**config.mk**
```make
export PLATFORM = sky130hd
export DESIGN_NAME = microwave_power_ctrl
export DESIGN_NICKNAME = d
export VERILOG_FILES = /design/src/rtl/microwave_power_ctrl.sv
export SDC_FILE = /design/constraint.sdc
export NUM_CORES = 1
export LEC_CHECK = 0
export BUFFER_PORTS_ARGS = -buffer_cell sky130_fd_sc_hd__buf_2
export CAP_MARGIN = 5
export CELL_PAD_IN_SITES_DETAIL_PLACEMENT = 0
export CELL_PAD_IN_SITES_GLOBAL_PLACEMENT = 2
export CORE_UTILIZATION = 30
export DETAILED_ROUTE_END_ITERATION = 7
export GPL_ROUTABILITY_DRIVEN = 0
export PLACE_DENSITY_LB_ADDON = 0.05
export SLEW_MARGIN = 10
export SYNTH_ARGS = -nofsm -noshare
export SYNTH_HDL_FRONTEND = slang
export SYNTH_SLANG_ARGS = --single-unit
```
**constraint.sdc**
```tcl
create_clock -name clock -period 2.45 [get_ports clock]
set_input_delay 0.245 -clock clock [delete_from_list [all_inputs] [get_ports clock]]
set_output_delay 0.245 -clock clock [all_outputs]
set_load 0.005 [all_outputs]
```
**src/rtl/microwave_power_ctrl.sv**
```systemverilog
`default_nettype none
// ============================================================================
//  Module   : microwave_power_ctrl
//  Purpose  : Microwave front-panel controller. Handles keypad digit entry,
//             a base-60 countdown with 1-2 minute digits, magnetron power
//             duty cycling, pause/resume and a completion state. Drives the
//             seven-segment displays.
//  Options  : MICROWAVE_BEEP_EN - when defined, a completion beep of
//             BEEP_SECONDS seconds is generated. Otherwise beep is tied to 0.
//  Revision : 1.0 - initial release
// ============================================================================
module microwave_power_ctrl #(
  parameter int MIN_DIGITS    = 1,
  parameter int TICKS_PER_SEC = 100,
  parameter int BEEP_SECONDS  = 3
) (
  input  logic                    clock,
  input  logic                    resetn,
  input  logic [9:0]              keypad,
  input  logic                    startn,
  input  logic                    stopn,
  input  logic                    clearn,
  input  logic                    door_closed,
  input  logic [3:0]              power_level,
  output logic [6:0]              sec_ones_segs,
  output logic [6:0]              sec_tens_segs,
  output logic [7*MIN_DIGITS-1:0] min_segs,
  output logic                    mag_on,
  output logic                    done,
  output logic                    beep
);

  // Digit 0 is seconds ones, digit 1 is seconds tens, digits 2.. are minutes.
  localparam int C_NDIG = MIN_DIGITS + 2;
  localparam int C_TW   = (TICKS_PER_SEC > 1) ? $clog2(TICKS_PER_SEC) : 1;
  localparam logic [C_TW-1:0] C_TICK_LAST = C_TW'(TICKS_PER_SEC - 1);

  if (MIN_DIGITS < 1 || MIN_DIGITS > 2 || TICKS_PER_SEC < 2 || BEEP_SECONDS < 1) begin : g_param_check
    $error("microwave_power_ctrl: unsupported parameter combination");
  end

  typedef enum logic [2:0] {
    S_IDLE  = 3'd0,
    S_SET   = 3'd1,
    S_RUN   = 3'd2,
    S_PAUSE = 3'd3,
    S_DONE  = 3'd4
  } state_t;

  state_t                  r_state, w_state_nxt;
  logic [C_NDIG*4-1:0]     r_time, w_time_nxt, w_time_dec;
  logic [C_TW-1:0]         r_tick, w_tick_nxt;
  logic [3:0]              r_window, w_window_nxt;
  logic [3:0]              r_level, w_level_nxt, w_level_in;
  logic                    r_startn_q, r_stopn_q, r_clearn_q;
  logic [9:0]              r_keypad_q;
  logic                    w_start_p, w_stop_p, w_clear_p, w_key_p, w_sec_tick;
  logic [3:0]              w_digit;

  // Decimal decrement with a base-60 borrow out of the seconds-tens digit.
  function automatic logic [C_NDIG*4-1:0] dec_time(input logic [C_NDIG*4-1:0] t);
    logic [C_NDIG*4-1:0] res;
    logic                borrow;
    res    = t;
    borrow = 1'b1;
    for (int i = 0; i < C_NDIG; i++) begin
      if (borrow) begin
        if (t[i*4 +: 4] == 4'd0) begin
          res[i*4 +: 4] = (i == 1) ? 4'd5 : 4'd9;
        end else begin
          res[i*4 +: 4] = t[i*4 +: 4] - 4'd1;
          borrow        = 1'b0;
        end
      end
    end
    return res;
  endfunction

  function automatic logic [6:0] seg7(input logic [3:0] d);
    case (d)
      4'd0:    seg7 = 7'h3F;
      4'd1:    seg7 = 7'h06;
      4'd2:    seg7 = 7'h5B;
      4'd3:    seg7 = 7'h4F;
      4'd4:    seg7 = 7'h66;
      4'd5:    seg7 = 7'h6D;
      4'd6:    seg7 = 7'h7D;
      4'd7:    seg7 = 7'h07;
      4'd8:    seg7 = 7'h7F;
      4'd9:    seg7 = 7'h6F;
      default: seg7 = 7'h00;
    endcase
  endfunction

  // Previous input levels for press (edge) detection, reset to idle levels.
  always_ff @(posedge clock or negedge resetn) begin
    if (!resetn) begin
      r_startn_q <= 1'b1;
      r_stopn_q  <= 1'b1;
      r_clearn_q <= 1'b1;
      r_keypad_q <= '0;
    end else begin
      r_startn_q <= startn;
      r_stopn_q  <= stopn;
      r_clearn_q <= clearn;
      r_keypad_q <= keypad;
    end
  end

  assign w_start_p  = r_startn_q & ~startn;
  assign w_stop_p   = r_stopn_q  & ~stopn;
  assign w_clear_p  = r_clearn_q & ~clearn;
  assign w_key_p    = (r_keypad_q == 10'd0) & $onehot(keypad);
  assign w_sec_tick = (r_tick == C_TICK_LAST);
  assign w_time_dec = dec_time(r_time);
  assign w_level_in = (power_level > 4'd10) ? 4'd10 : power_level;

  // One-hot keypad to digit value; only meaningful when w_key_p is set.
  always_comb begin
    w_digit = 4'd0;
    for (int i = 0; i < 10; i++) begin
      if (keypad[i]) w_digit = 4'(i);
    end
  end

  // Next-state and datapath update; priority clear > stop > start > digit.
  always_comb begin
    w_state_nxt  = r_state;
    w_time_nxt   = r_time;
    w_tick_nxt   = r_tick;
    w_window_nxt = r_window;
    w_level_nxt  = r_level;
    case (r_state)
      S_IDLE: begin
        if (!w_clear_p && !w_stop_p && !w_start_p && w_key_p) begin
          w_state_nxt = S_SET;
          w_time_nxt  = {r_time[C_NDIG*4-5:0], w_digit};
        end
      end
      S_SET: begin
        if (w_clear_p) begin
          w_state_nxt = S_IDLE;
          w_time_nxt  = '0;
        end else if (w_stop_p) begin
          w_state_nxt = S_SET;
        end else if (w_start_p) begin
          if (door_closed && (r_time != '0)) begin
            w_state_nxt  = S_RUN;
            w_tick_nxt   = '0;
            w_window_nxt = 4'd0;
            w_level_nxt  = w_level_in;
          end
        end else if (w_key_p) begin
          w_time_nxt = {r_time[C_NDIG*4-5:0], w_digit};
        end
      end
      S_RUN: begin
        if (w_clear_p) begin
          w_state_nxt = S_IDLE;
          w_time_nxt  = '0;
        end else if (w_stop_p || !door_closed) begin
          w_state_nxt = S_PAUSE;
        end else if (w_sec_tick) begin
          w_tick_nxt   = '0;
          w_time_nxt   = w_time_dec;
          w_window_nxt = (r_window == 4'd9) ? 4'd0 : r_window + 4'd1;
          if (w_time_dec == '0) w_state_nxt = S_DONE;
        end else begin
          w_tick_nxt = r_tick + C_TW'(1);
        end
      end
      S_PAUSE: begin
        if (w_clear_p || w_stop_p) begin
          w_state_nxt = S_IDLE;
          w_time_nxt  = '0;
        end else if (w_start_p && door_closed) begin
          w_state_nxt = S_RUN;
          w_tick_nxt  = '0;
          w_level_nxt = w_level_in;
        end
      end
      S_DONE: begin
        if (w_clear_p || w_stop_p || !door_closed) begin
          w_state_nxt = S_IDLE;
          w_time_nxt  = '0;
        end else if (!w_start_p && w_key_p) begin
          w_state_nxt = S_SET;
          w_time_nxt  = {{(C_NDIG*4-4){1'b0}}, w_digit};
        end
      end
      default: begin
        w_state_nxt = S_IDLE;
        w_time_nxt  = '0;
      end
    endcase
  end

  // State and datapath registers.
  always_ff @(posedge clock or negedge resetn) begin
    if (!resetn) begin
      r_state  <= S_IDLE;
      r_time   <= '0;
      r_tick   <= '0;
      r_window <= 4'd0;
      r_level  <= 4'd0;
    end else begin
      r_state  <= w_state_nxt;
      r_time   <= w_time_nxt;
      r_tick   <= w_tick_nxt;
      r_window <= w_window_nxt;
      r_level  <= w_level_nxt;
    end
  end

  assign sec_ones_segs = seg7(r_time[3:0]);
  assign sec_tens_segs = seg7(r_time[7:4]);

  for (genvar g = 0; g < MIN_DIGITS; g++) begin : g_min_segs
    assign min_segs[g*7 +: 7] = seg7(r_time[(g+2)*4 +: 4]);
  end

  // Door gating is combinational so an opening door cuts power immediately.
  assign mag_on = (r_state == S_RUN) & door_closed & (r_window < r_level);
  assign done   = (r_state == S_DONE);

`ifdef MICROWAVE_BEEP_EN
  localparam int C_BEEP_CYC = BEEP_SECONDS * TICKS_PER_SEC;
  localparam int C_BW       = $clog2(C_BEEP_CYC + 1);
  logic [C_BW-1:0] r_beep_cnt;

  // Beep length counter: loaded on DONE entry, counts down while in DONE.
  always_ff @(posedge clock or negedge resetn) begin
    if (!resetn) begin
      r_beep_cnt <= '0;
    end else if ((w_state_nxt == S_DONE) && (r_state != S_DONE)) begin
      r_beep_cnt <= C_BW'(C_BEEP_CYC);
    end else if (r_state != S_DONE) begin
      r_beep_cnt <= '0;
    end else if (r_beep_cnt != '0) begin
      r_beep_cnt <= r_beep_cnt - C_BW'(1);
    end
  end

  assign beep = (r_state == S_DONE) & (r_beep_cnt != '0);
`else
  assign beep = 1'b0;
`endif

endmodule
`default_nettype wire

```
==> out/results.tsv, run 1 <==
metric	value	unit
hold_path.class	input port to register	
cp_common_cell	fa_1	
synth_edf_count	0	
seq_area	1080	µm²
final_cells	621	
multi_input_comb_area	2270	µm²
placement.setup.worst_slack	-1430	ps
status	finished, violations left	
clock_skew	5.34	ps
firstDrtPassIters	4	
syn-cell-area	3470	µm²
yosys.area_share.simple	19.5	%
timing.fmax	0.287	GHz
cap_violations	0	
nets	533	
ys_seq_area_share	31.1	%
leakagePower	2.04	nW
routed_wl	9790	µm
crit_family	adder cells	
fin_crit	3480	ps
die_y	110	µm
grt_pass1_vias	3259	
cp.buffers_inverters	5	
design_power_total	5.53	mW
dr_total_vias	3187	
ys_top_cells_by_area	dfrtp_1 (29%), ha_1 (9.7%), nand2_1 (5.0%)	
root_buffer	clkbuf_16	
muxShareOfSynthArea	2.70	%
dp_cells	610	
grt_max_degree	23	
cp-start-kind	input port	
clock_sinks	43	
violations	negative setup slack	
cp-end-kind	register	
htreeDepth	2	
combinationalPowerShare	63.6	%
seqPwrFrac	20.5	%
insertion_delay	290	ps
synth_top_cell_area_share	28.8	%
start_util	31.5	%
synth_adder_area_share	13.2	%
post-route-util	40.5	%
syn_nets	445	
pin_count	44	
overflow	0	
synth.largest_area_cell	dfrtp_1	
synth_top_family_by_area	compound AO/OA/AOI/OAI gates	
powerDensity	1240	nW/µm²
dpl.hpwl	7390	µm
path_depth	14	
cts_buffer_depth	2	
port_buffers	42	
cts_tree	done	
fin_crit_sh	142	%
p_sw	2.44	mW
avgViaCountPerCell	5.13	
drive_gt1_share	31.2	%
antenna_left	0	
holdPathStages	1	
relSlewSlack	61.5	%
drt_iter0_drc	184	
crit_type	input port to register	
core	11000	µm²
finalMaxSlewViolations	0	
die-area	12000	µm²
numCtsBuffers	5	
antenna_cells	0	
ys_top_cells_by_count	nand2_1 (46), dfrtp_1 (40), inv_1 (30)	
grt_first_pass_wirelength	16600	µm
cp_max_fo	8	
rsz0062_at_grt	true	
hold_violations	0	
r2r_cells	8	
yosysMostFrequentCell	nand2_1	
area_growth	28.9	%
antenna_found_initial	0	
critical-path-max-stage-delay	530	ps
synth-seq-cells	43	
detail_route.wl_per_cell	15.8	µm
internal-power	3.09	mW
synth_compound_area_share	26.8	%
synth_xor_area_share	0.505	%
vdd_ir_drop_max	0.438	mV
ys_types	73	
worst_ep_required_time	2630	ps
worst_slew_pin_slew	577	ps
grt_util_all_layers	18.1	%
synth_cells	392	
rows	38	
yosys_most_used_dff	dfrtp_1	
fin_ws	-1030	ps
cp_slowest_cell	fa_1	
setup-tns-final	-14390	ps
async_flop_share	100	%
die_x	110	µm
syn_area_per_cell	8.85	µm²
clkPwrFrac	15.9	%
cp_cell_sequence	buf_6 -> fa_1 -> fa_1 -> inv_1 -> fa_1 -> inv_1 -> ha_2 -> inv_2 -> fa_2 -> nand4_1 -> nor3_4 -> buf_6 -> o221ai_4 -> mux2_2	
swShare	44.1	%
clk_pin_slew	70	ps
post-route-drc-count	0	
setup_viol	15	
yosysWarnings	0	
fill_cells	1151	
cp.arrival	3660	ps
## cells by family (layout without fill, tap and decap cells)
group / Yosys count / after routing
and+or+nand+nor: 130 / 130
buffers and inverters: 46 / 134
AOI/OAI and AO/OA: 128 / 129
other: 1 / 1
xor gates and xnor gates: 2 / 2
adders and majority gates: 33 / 33
muxes: 9 / 9
DFF: 43 / 43
## layout make-up
| type | count | share of cell area (%) |
|---|---|---|
| Clock inverter | 3 | 1.51 |
| Sequential cell | 43 | 24.1 |
| Timing Repair Buffer | 96 | 14.4 |
| Inverter | 30 | 2.52 |
| Multi-Input combinational cell | 304 | 50.7 |
| Clock buffer | 5 | 2.80 |
| Tap cell | 140 | 3.92 |
## metrics by stage
stage          area (µm²)  hold WS (ps)
2_1_floorplan        3500         -50.6
3_3_place_gp         4180           259
3_5_place_dp         4180           251
4_1_cts              4450          55.1
5_1_grt              4470          49.7
6_report             4470          57.4
## layer usage
layer	track usage [%]	vias up	wire [µm]
met5	0	-	0
met4	5.05	0	185
met3	3.44	14	326
met2	29.6	49	4530
met1	24.3	1542	4750
li1	-	1582	-
## cells in the final DEF (no fill, tap or decap), types with 7 or more instances in the layout
| cell type | netlist | layout |
|---|---|---|
| o21ai_0 | 25 | 25 |
| nand2_1 | 46 | 46 |
| buf_2 | 6 | 40 |
| a21oi_2 | 5 | 8 |
| nand2b_1 | 8 | 8 |
| nand3_1 | 8 | 8 |
| nor2_1 | 26 | 26 |
| nor2b_1 | 7 | 7 |
| ha_1 | 27 | 26 |
| o31ai_1 | 7 | 7 |
| a21oi_1 | 24 | 21 |
| dfrtp_1 | 40 | 40 |
| o21ai_1 | 11 | 10 |
| buf_4 | 2 | 49 |
| inv_1 | 30 | 29 |
## power by group through the flow
stage	sequential [mW]	clock [mW]	combinational [mW]
3_5_place_dp	1.15	0	3.40
4_1_cts	1.13	0.895	3.53
6_report	1.13	0.881	3.52
3_3_place_gp	1.15	0	3.37
2_1_floorplan	1.09	0	2.20
5_1_grt	1.17	0.938	3.96
## state kept, by name, summed over array words and instances, names as in the netlist
register and cells:
r_level 4, r_startn_q 1, r_tick 7, r_window 4, r_keypad_q 10, r_clearn_q 1
r_stopn_q 1, r_state 3, r_time 12
## what timing repair did
action	CTS	global route
cloned	1	0
hold endpoints to repair	40	0
resized for setup	12	3
endpoints found under the setup margin	15	16
hold buffers	1	0
pin swaps	13	2
setup buffers	1	0
## final timing paths
path                       slack (ps)          to  startpoint
min in group asynchronous         470  r_level[1]      resetn
hold reg to reg                   490  r_level[3]  r_level[3]
setup / recovery                -1030   r_time[7]   keypad[9]
setup reg to reg                  230  r_state[1]   r_time[0]
hold / removal                     60  r_startn_q      startn
max in group asynchronous        1700  r_startn_q      resetn
Note: power is estimated with default switching activity, not from simulation.
==> inputs of run 2 (changes only) <==
--- a/config.mk
+++ b/config.mk
@@ -13,6 +13,7 @@
 export DETAILED_ROUTE_END_ITERATION = 7
 export GPL_ROUTABILITY_DRIVEN = 0
 export PLACE_DENSITY_LB_ADDON = 0.05
+export SKIP_CTS_REPAIR_TIMING = 1
 export SLEW_MARGIN = 10
 export SYNTH_ARGS = -nofsm -noshare
 export SYNTH_HDL_FRONTEND = slang
==> constraint.sdc (replaced) <==
create_clock -name clock -period 4.5 [get_ports clock]
set_input_delay 0.45 -clock clock [delete_from_list [all_inputs] [get_ports clock]]
set_output_delay 0.45 -clock clock [all_outputs]
set_load 0.005 [all_outputs]
==> out/results.tsv, run 2 (synthesis gave the netlist of run 1 again) <==
metric	value	unit	change
root_buffer	clkbuf_16		
regMostFlops	r_time		
cp_max_fo	23		+15
hold_violations	0		unchanged
die-area	12000	µm²	unchanged
clk_pin_slew	60	ps	about the same
timing.fmax	0.246	GHz	
design_power_total	2.61	mW	-53%
cp_slowest_cell	fa_1		
antenna_cells	0		unchanged
overflow	0		unchanged
nets	478		-10%
routed_wl	8860	µm	-9.5%
antenna_left	0		unchanged
dp_cells	558		-8.5%
worst_slew_pin_slew	994	ps	+417 ps
die_y	110	µm	unchanged
internal-power	1.40	mW	-55%
avgViaCountPerCell	5.18		+0.90%
post-route-drc-count	0		unchanged
hold_ws	268	ps	+210 ps
pin_count	44		unchanged
drive_gt1_share	20.0	%	-11 points
status	finished, final reports clean		
htreeDepth	2		unchanged
grt_max_degree	44		+91%
fin_crit	4070	ps	
cp_common_cell	fa_1		
cp.buffers_inverters	4		-1
seqPwrFrac	28.0	%	+7.5 points
setup-tns-final	0	ps	+14390 ps
cp_cell_sequence	buf_2 -> fa_1 -> fa_1 -> inv_1 -> fa_1 -> inv_1 -> ha_1 -> inv_1 -> fa_1 -> a2111oi_0 -> a21oi_1 -> nor3_2 -> o221ai_4 -> a211oi_1 -> a21oi_2		
placed_area	3760	µm²	-10%
rows	38		unchanged
cts_tree	done		
worst_ep_required_time	4650	ps	+2020 ps
reg.largest.list	r_time x12, r_keypad_q x10, r_tick x7		
detail_route.wl_per_cell	15.7	µm	-0.76%
die_x	110	µm	unchanged
cp-start-kind	input port		
hold_path.class	input port to register		
combinationalPowerShare	55.9	%	-7.7 points
core	11000	µm²	unchanged
fin_crit_sh	90.4	%	
antenna_found_initial	0		unchanged
clkPwrFrac	16.1	%	+0.2 points
cp.arrival	4220	ps	+560 ps
critical-path-max-stage-delay	510	ps	-20 ps
vdd_ir_drop_max	0.246	mV	-44%
final_cell_mix	nand2_1 (46), buf_2 (42), dfrtp_1 (40)		
design_area	3930	µm²	-12%
dr_total_vias	2931		-8.0%
start_util	31.5	%	unchanged
rsz0062_at_grt	false		
relSlewSlack	33.8	%	-28 points
drt_iter0_drc	227		+23%
grt_pass1_vias	2897		-11%
largest_register_ffs	12		unchanged
port_buffers	42		unchanged
dpl.hpwl	6590	µm	-11%
insertion_delay	290	ps	about the same
p_sw	1.21	mW	-50%
crit_type	input port to register		
leakagePower	1.75	nW	-14%
clock_sinks	43		unchanged
powerDensity	665	nW/µm²	-46%
firstDrtPassIters	4		unchanged
area_growth	13.2	%	
clock_skew	5.49	ps	+0.147 ps
final_cells	566		-8.9%
cap_violations	0		unchanged
cts_buffer_depth	2		unchanged
cp-end-kind	register		
grt_util_all_layers	16.1	%	-2.0 points
numCtsBuffers	5		unchanged
fill_cells	1193		+3.6%
grt_first_pass_wirelength	15000	µm	-9.5%
crit_family	adder cells		
final_common_cell	nand2_1		
finalMaxSlewViolations	0		unchanged
setup_viol	0		-15
swShare	46.4	%	+2.3 points
[run 2: final cells by class]
cell class	instances	area [µm²]	area share, %
Tap cell	140	175	4.46
Sequential cell	43	1080	27.5
Clock inverter	3	43.8	1.12
Inverter	30	113	2.87
Clock buffer	5	125	3.19
Multi-Input combinational cell	303	2180	55.5
Timing Repair Buffer	42	210	5.35
[run 2: worst paths after layout]
check | from | end | slack (ps) | cells after the start
hold reg to reg | r_level[2] | r_level[2] | 490 | 2
setup / recovery | keypad[0] | r_time[6] | 430 | 15
max in group asynchronous | resetn | r_time[3] | 3560 | 1
setup reg to reg | r_time[1] | r_state[1] | 1680 | 8
min in group asynchronous | resetn | r_window[0] | 330 | 1
hold / removal | startn | r_startn_q | 270 | 1
[run 2: worst reg2reg max path, stage by stage (launching register included)]
cell	delay [ps]
dfrtp_1	510
inv_1	220
ha_1	320
or3b_1	590
nor2_1	230
o21ai_1	90
a211oi_1	490
nand2_1	110
a31oi_1	170
[run 2: layer usage]
layer	up-vias	GRT usage, %	part of all wire [%]
met5	-	0	0
met4	0	3.43	0.75
met3	4	2.31	2.5
met2	36	25.5	45
met1	1425	23.1	52
li1	1466	-	-
[run 2: power by group through the flow]
stage | combinational (mW) | sequential, mW | clock [mW]
5_1_grt | 1.67 | 0.762 | 0.446
4_1_cts | 1.48 | 0.733 | 0.431
3_3_place_gp | 1.47 | 0.745 | 0
6_report | 1.46 | 0.731 | 0.421
2_1_floorplan | 1.18 | 0.594 | 0
3_5_place_dp | 1.47 | 0.741 | 0
[run 2: stage by stage]
stage | util, % | setup slack [ps]
3_3_place_gp | 34.1 | 198
6_report | 35.6 | 431
3_5_place_dp | 34.1 | 118
2_1_floorplan | - | 618
5_1_grt | 35.6 | 220
4_1_cts | 35.6 | 421
==> inputs of run 3 (changes only) <==
--- a/config.mk
+++ b/config.mk
@@ -13,6 +13,7 @@
 export DETAILED_ROUTE_END_ITERATION = 7
 export GPL_ROUTABILITY_DRIVEN = 0
 export PLACE_DENSITY_LB_ADDON = 0.05
+export RECOVER_POWER = 50
 export SKIP_CTS_REPAIR_TIMING = 1
 export SLEW_MARGIN = 10
 export SYNTH_ARGS = -nofsm -noshare
==> out/results.tsv, run 3 (synthesis gave the netlist of run 1 again) <==
metric	value	unit	change
status	finished, violations left		
violations	max-capacitance violations, max-slew violations		
cts_tree	done		
finalMaxSlewViolations	44		+44
htreeDepth	2		unchanged
powerDensity	668	nW/µm²	+0.40%
overflow	0		unchanged
grt_pass1_vias	2897		unchanged
core	11000	µm²	unchanged
grt_util_all_layers	16.1	%	unchanged
worst_ep_required_time	4650	ps	about the same
final_cell_mix	nand2_1 (46), dfrtp_1 (40), inv_1 (30)		
cts_buffer_depth	2		unchanged
grt_first_pass_wirelength	15000	µm	unchanged
design_area	3910	µm²	-0.41%
design_power_total	2.61	mW	about the same
vdd_ir_drop_max	0.246	mV	+0.11%
cp-end-kind	register		
die_y	110	µm	unchanged
fill_cells	1196		+0.25%
leakagePower	1.71	nW	-2.0%
cp_common_cell	fa_1		
crit_family	adder cells		
hold_violations	0		unchanged
cp.buffers_inverters	4		unchanged
drive_gt1_share	16.9	%	-3.1 points
clock_sinks	43		unchanged
setup_viol	0		unchanged
fin_crit	4130	ps	+62.2 ps
firstDrtPassIters	4		unchanged
timing.fmax	0.242	GHz	-1.5%
crit_type	input port to register		
path_depth	15		unchanged
worst_slew_pin_slew	2380	ps	+1390 ps
routed_wl	8870	µm	+0.17%
setup-tns-final	0	ps	unchanged
cp_slowest_cell	fa_1		
root_buffer	clkbuf_16		
die-area	12000	µm²	unchanged
area_growth	12.7	%	
fin_crit_sh	91.8	%	+1.4 points
port_buffers	42		unchanged
cp-start-kind	input port		
detail_route.wl_per_cell	15.7	µm	+0.17%
final_cells	566		unchanged
dr_total_vias	2918		-0.44%
nets	478		unchanged
avgViaCountPerCell	5.16		-0.44%
antenna_cells	0		unchanged
clk_pin_slew	60	ps	about the same
regMostFlops	r_time		
hold_path.class	input port to register		
cp_cell_sequence	clkbuf_1 -> fa_1 -> fa_1 -> inv_1 -> fa_1 -> inv_1 -> ha_1 -> inv_1 -> fa_1 -> a2111oi_0 -> a21oi_1 -> nor3_2 -> o221ai_4 -> a211oi_1 -> a21oi_2		
r2r_cells	8		unchanged
critical-path-max-stage-delay	490	ps	-20 ps
numCtsBuffers	5		unchanged
grt_max_degree	44		unchanged
cap_violations	1		+1
clock_skew	5.93	ps	+0.442 ps
cp.arrival	4280	ps	+60 ps
drt_iter0_drc	220		-3.1%
start_util	31.5	%	unchanged
antenna_left	0		unchanged
pin_count	44		unchanged
dp_cells	558		unchanged
holdPathStages	1		unchanged
rows	38		unchanged
largest_register_ffs	12		unchanged
rsz0062_at_grt	false		
die_x	110	µm	unchanged
final_common_cell	nand2_1		
placed_area	3760	µm²	unchanged
post-route-drc-count	0		unchanged
reg.largest.list	r_time x12, r_keypad_q x10, r_tick x7		
relSlewSlack	-58.8	%	-93 points
insertion_delay	290	ps	about the same
cp_max_fo	23		unchanged
antenna_found_initial	0		unchanged
dpl.hpwl	6590	µm	unchanged
run 3: cell type report:
type                            instances  area, µm²  area share, %
Multi-Input combinational cell        303       2180           55.7
Tap cell                              140        175           4.48
Inverter                               30        113           2.88
Clock buffer                            5        125           3.20
Clock inverter                          3       43.8           1.12
Timing Repair Buffer                   42        194           4.96
Sequential cell                        43       1080           27.6
run 3: metrics by stage:
step,hold WS (ps),worst slack (ps),util [%]
floorplan,154,618,-
global placement,480,198,34.1
detailed placement,479,118,34.1
global route,262,129,35.4
CTS,263,421,35.6
finish,268,369,35.4
run 3: per-layer routing:
metal	track usage [%]	share of wire, %
met1	23.1	52
met2	25.5	45
met3	2.31	2.2
met4	3.43	0.74
met5	0	0
run 3: worst paths after layout:
check / startpoint / to / slack (ps)
max: keypad[7] / r_time[6] / 370
min: startn / r_startn_q / 270
max reg2reg: r_time[1] / r_state[1] / 1680
min reg2reg: r_level[2] / r_level[2] / 490
max in group asynchronous: resetn / r_keypad_q[9] / 2260
min in group asynchronous: resetn / r_window[0] / 880
run 3: power by group:
group / total [mW] / internal (mW) / switching (mW) / leakage, nW
Clock: 0.421 / 0.262 / 0.159 / 0.0838
Combinational: 1.46 / 0.640 / 0.818 / 1.10
Sequential: 0.732 / 0.497 / 0.235 / 0.531
Total: 2.61 / 1.40 / 1.21 / 1.71
